[src/rtl/hs_pkg.sv]
// Shared types and defaults for the req/ack handshake initiator.
package hs_pkg;

    typedef enum logic [1:0] {
        S_IDLE    = 2'd0,
        S_REQ     = 2'd1,
        S_RELEASE = 2'd2
    } hs_state_t;

    localparam int unsigned DATA_W_DEF = 8;

endpackage

[src/rtl/hs_sync_fifo.sv]
// Circular-buffer FIFO; pointers carry an extra wrap bit so full and empty are distinct.
module hs_sync_fifo #(
    parameter int unsigned DATA_W     = 8,
    parameter int unsigned FIFO_DEPTH = 4
) (
    input  logic              clk,
    input  logic              rst_n,
    input  logic              push,
    input  logic [DATA_W-1:0] push_data,
    input  logic              pop,
    output logic [DATA_W-1:0] head,
    output logic              full,
    output logic              empty
);

    localparam int unsigned AW = $clog2(FIFO_DEPTH);

    logic [DATA_W-1:0] mem [FIFO_DEPTH];
    logic [AW:0]       wptr;
    logic [AW:0]       rptr;
    logic              do_push;
    logic              do_pop;

    assign do_push = push && !full;
    assign do_pop  = pop && !empty;

    assign empty = (wptr == rptr);
    assign full  = (wptr[AW] != rptr[AW]) && (wptr[AW-1:0] == rptr[AW-1:0]);
    assign head  = mem[rptr[AW-1:0]];

    always_ff @(posedge clk or negedge rst_n) begin
        if (!rst_n) begin
            wptr <= '0;
            rptr <= '0;
        end else begin
            if (do_push) wptr <= wptr + (AW+1)'(1);
            if (do_pop)  rptr <= rptr + (AW+1)'(1);
        end
    end

    always_ff @(posedge clk) begin
        if (do_push) mem[wptr[AW-1:0]] <= push_data;
    end

endmodule

[src/rtl/hs_initiator.sv]
// Buffers upstream bytes and delivers each to a req/ack slave with a four-phase
// handshake, retrying any byte whose ack does not arrive within TIMEOUT_CYCLES.
module hs_initiator
    import hs_pkg::*;
#(
    parameter int unsigned DATA_W         = DATA_W_DEF,
    parameter int unsigned FIFO_DEPTH     = 4,
    parameter int unsigned TIMEOUT_CYCLES = 8
) (
    input  logic              clk,
    input  logic              rst_n,
    input  logic              in_valid,
    input  logic [DATA_W-1:0] in_data,
    output logic              in_ready,
    output logic              req,
    output logic [DATA_W-1:0] data_out,
    input  logic              ack,
    input  logic              slave_ready,
    output logic              busy,
    output logic              timeout_err,
    output logic [15:0]       sent_count
);

    localparam int unsigned    TW    = $clog2(TIMEOUT_CYCLES);
    localparam logic [TW-1:0]  TLAST = TW'(TIMEOUT_CYCLES - 1);

    hs_state_t         state;
    logic [TW-1:0]     tcnt;
    logic              fifo_full;
    logic              fifo_empty;
    logic [DATA_W-1:0] fifo_head;
    logic              push;
    logic              pop;

    assign in_ready = !fifo_full;
    assign push     = in_valid && !fifo_full;
    // The head is only released once the slave has acknowledged it; a timeout keeps it for retry.
    assign pop      = (state == S_REQ) && ack;
    assign busy     = (state != S_IDLE) || !fifo_empty;

    hs_sync_fifo #(
        .DATA_W     (DATA_W),
        .FIFO_DEPTH (FIFO_DEPTH)
    ) u_fifo (
        .clk       (clk),
        .rst_n     (rst_n),
        .push      (push),
        .push_data (in_data),
        .pop       (pop),
        .head      (fifo_head),
        .full      (fifo_full),
        .empty     (fifo_empty)
    );

    always_ff @(posedge clk or negedge rst_n) begin
        if (!rst_n) begin
            state       <= S_IDLE;
            tcnt        <= '0;
            req         <= 1'b0;
            data_out    <= '0;
            timeout_err <= 1'b0;
            sent_count  <= '0;
        end else begin
            timeout_err <= 1'b0;
            case (state)
                S_IDLE: begin
                    if (!fifo_empty && slave_ready) begin
                        req      <= 1'b1;
                        data_out <= fifo_head;
                        tcnt     <= '0;
                        state    <= S_REQ;
                    end
                end
                S_REQ: begin
                    if (ack) begin
                        req        <= 1'b0;
                        sent_count <= sent_count + 16'd1;
                        state      <= S_RELEASE;
                    end else if (tcnt == TLAST) begin
                        req         <= 1'b0;
                        timeout_err <= 1'b1;
                        state       <= S_RELEASE;
                    end else begin
                        tcnt <= tcnt + TW'(1);
                    end
                end
                S_RELEASE: begin
                    req <= 1'b0;
                    if (!ack) state <= S_IDLE;
                end
                default: begin
                    req   <= 1'b0;
                    state <= S_IDLE;
                end
            endcase
        end
    end

endmodule

[config.mk]
export PLATFORM = sky130hd
export DESIGN_NAME = hs_initiator
export DESIGN_NICKNAME = d
export VERILOG_FILES = /design/src/rtl/hs_pkg.sv /design/src/rtl/hs_sync_fifo.sv /design/src/rtl/hs_initiator.sv
export SDC_FILE = /design/constraint.sdc
export NUM_CORES = 1
export LEC_CHECK = 0
export CORE_ASPECT_RATIO = 1.75
export CORE_MARGIN = 10
export CORE_UTILIZATION = 54
export DETAILED_ROUTE_END_ITERATION = 8
export MAX_ROUTING_LAYER = met4
export PLACE_DENSITY = 0.78
export RECOVER_POWER = 25
export SLEW_MARGIN = 30
export SYNTH_ARGS = -nofsm -noshare
export SYNTH_HDL_FRONTEND = slang
export SYNTH_SLANG_ARGS = --single-unit
[constraint.sdc]
create_clock -name clk -period 2.4 [get_ports clk]
set_input_delay 0.48 -clock clk [delete_from_list [all_inputs] [get_ports clk]]
set_output_delay 0.48 -clock clk [all_outputs]
set_load 0.01 [all_outputs]
==> impl_metrics.toml <==
[clock_tree]
numCtsBuffers = 9
clk_path_buf_depth = 2
cts_setup_buffers = 0
cts-resized-gates = 0
clkTransAtPathRegs_ps = 70
cts-root-buf = "clkbuf_8"
clock_sinks = 69
cts_tree = "yes"
clock_latency_ps = 350
cts_hold_buf = 0
htreeDepth = 3

[sta]
post-route-min-period_ps = 2280
worst_pin_slew_ps = 1890
finalClockSkew_ps = 6.72
hold_viol = 0
slew_headroom = -0.263
grt_setup_unrepaired = "no"
setup_viol = 0
finalCritPeriodShare = 0.951
drv_slew = 38
fmax_mhz = 438
finalSetupTns_ps = 0

[place]
io_buffers = 40
placedCellCount = 295
routabilityCongestion = 0.822
dp_hpwl_mm = 3.70
place_area_sq_um = 3450

[yosys]
avgSynthCellArea_sq_um = 16.4
synth_edf_count = 32
yosysTopAreaCell = "edfxtp_1"
yosys_warnings = 0
synth_top_area_frac = 0.322
synth_area_sq_um = 2990
synth.area.top_cells = "edfxtp_1 (32%), dfrtp_1 (31%), mux2_4 (4.0%), mux4_2 (3.8%), ha_1 (3.4%)"
synth_common_cells = "dfrtp_1 (37), edfxtp_1 (32), xnor2_1 (11)"
synthesis.nets = 203
synthArstFlopShare = 0.536
syn_inst = 182
synth-seq-cells = 69
synthDistinctLibCells = 33
synth_flop_cell = "dfrtp_1"
yosysMostFrequentCell = "dfrtp_1"
ys_seq_area_frac = 0.632

[global_routing]
grt_pass1_vias = 1840
antenna_found_initial = 0
grt_use_total = 0.133
overflow = 0
grt_max_degree = 38
grt_first_pass_wirelength_mm = 9.18

[critical_path]
path_max_fanout = 4
cp-start-kind = "register"
crit_path_end_kind = "output pin"
cp_data_arrival_time_ps = 1800
rr_worst_depth = 5
path_class = "register to output pin"
required_ps = 1920

[power]
p_int_mw = 3.19
combPwrFrac = 0.350
p_seq_frac = 0.405
power.leakage_nw = 1.50
clkPwrFrac = 0.245
irDropWorstVdd_mv = 0.777
switching_share = 0.309
powerDensity_nw_per_um2 = 1250
p_sw_mw = 1.43

[die]
fp.dieH_um = 118
die_area_sq_um = 9020
std_cell_rows = 35
design.core.area_sq_um = 5300
die_width_um = 76.2
initial_utilization = 0.563
ioPinCount = 41

[detailed_routing]
drtIter0Drc = 85
routed_via_density = 5.27
dr_total_vias = 1638
detail-route-antenna-nets = 0
finalWirelength_mm = 5.27
firstDrtPassIters = 4
drc = 0
wl_per_cell_um = 17.0

[finish]
antenna_cells = 0
syn_to_final_growth_pct = 23.7
fin_area_sq_um = 3690
nets = 253
final_cells = 311
drive_gt1_frac = 0.173

[flow_run]
maxCapViolCount = 1

[min_path]
min_path_cells = 1
hold_class = "register to register"

[run_status]
violations = "capacitance limit, slew limit"
status = "finished with violations"
-- kinds of logic (layout without fill, tap and decap cells) --
kind of cell,after synthesis,after routing,synth area share
xor+xnor,23,23,0.0826
fa+ha+maj,8,8,0.0335
compound gates,9,9,0.0264
mux,20,20,0.119
flops,69,69,0.632
simple gates,45,45,0.0884
buf+inv,8,63,0.0176
-- cells in the final DEF (no fill, tap or decap), types with 2 or more instances in the layout --
cell and n:
mux4_2 5, and2_1 6, clkdlybuf4s50_1 31, dlygate4sd3_1 8
nand2_1 8, clkbuf_8 9, nand3b_1 2, and3_1 5
mux2_2 4, clkbuf_1 2, xnor2_1 11, edfxtp_1 32
nor3_1 2, bufinv_16 3, buf_4 2, a32o_1 2
mux4_1 3, a21oi_1 2, nor2_1 6, mux2_4 8
o21ai_0 2, dfrtp_1 37, xor2_1 9, ha_1 8
nand3_1 5, nand4_1 5, inv_1 5, xnor2_4 2
-- power groups by stage --
stage / clock network [mW] / registers (mW) / logic (mW)
after floorplan: 0 / 1.87 / 1.11
after global placement: 0 / 1.88 / 1.61
after detailed placement: 0 / 1.89 / 1.65
after CTS: 1.15 / 1.87 / 1.66
after global routing: 1.20 / 1.92 / 1.78
final: 1.13 / 1.87 / 1.62
-- routing by layer --
metal,GRT usage,wire length (um),vias up
met4,0.0923,176,0
met1,0.138,2070,812
li1,-,-,767
met3,0.0319,209,15
met5,-,0,-
met2,0.216,2820,44
-- worst max-delay path: stages (launching register included) --
cell	delay, ps
dfrtp_1	480
xnor2_4	290
nand4_1	160
clkdlybuf4s50_1	510
-- worst paths after layout --
kind | startpoint | end | slack (ps)
setup / recovery | u_fifo.wptr[0] | busy | 120
hold / removal | sent_count[15] | sent_count[15] | 470
setup reg to reg | tcnt[0] | tcnt[0] | 460
hold reg to reg | sent_count[15] | sent_count[15] | 470
max in group asynchronous | rst_n | sent_count[4] | 670
min in group asynchronous | rst_n | state[1] | 640
-- registers in the layout (all words and copies together), names as in the netlist --
register / cells
timeout_err: 1
u_fifo.wptr: 3
u_fifo.rptr: 3
req: 1
tcnt: 3
state: 2
data_out: 8
sent_count: 16
u_fifo.mem: 32
-- per-stage QoR --
| step | hold WS, ps | worst slack (ps) | total power [mW] | util |
|---|---|---|---|---|
| 2_1_floorplan | 184 | 643 | 2.98 | - |
| 3_3_place_gp | 462 | 344 | 3.50 | 0.652 |
| 3_5_place_dp | 462 | 326 | 3.53 | 0.652 |
| 4_1_cts | 231 | 91.0 | 4.69 | 0.697 |
| 5_1_grt | 509 | 39.5 | 4.90 | 0.697 |
| 6_report | 469 | 118 | 4.62 | 0.697 |
-- area by class of cell --
cell class / instances / area [sq um]
clock buffers: 10 / 128
clock inverters: 6 / 111
fillers: 370 / 1610
inverters: 5 / 18.8
multi-input cells: 105 / 1050
flip-flops and latches: 69 / 1890
well taps: 74 / 92.6
repair buffers: 42 / 409
Note: power is estimated with default switching activity, not from simulation.
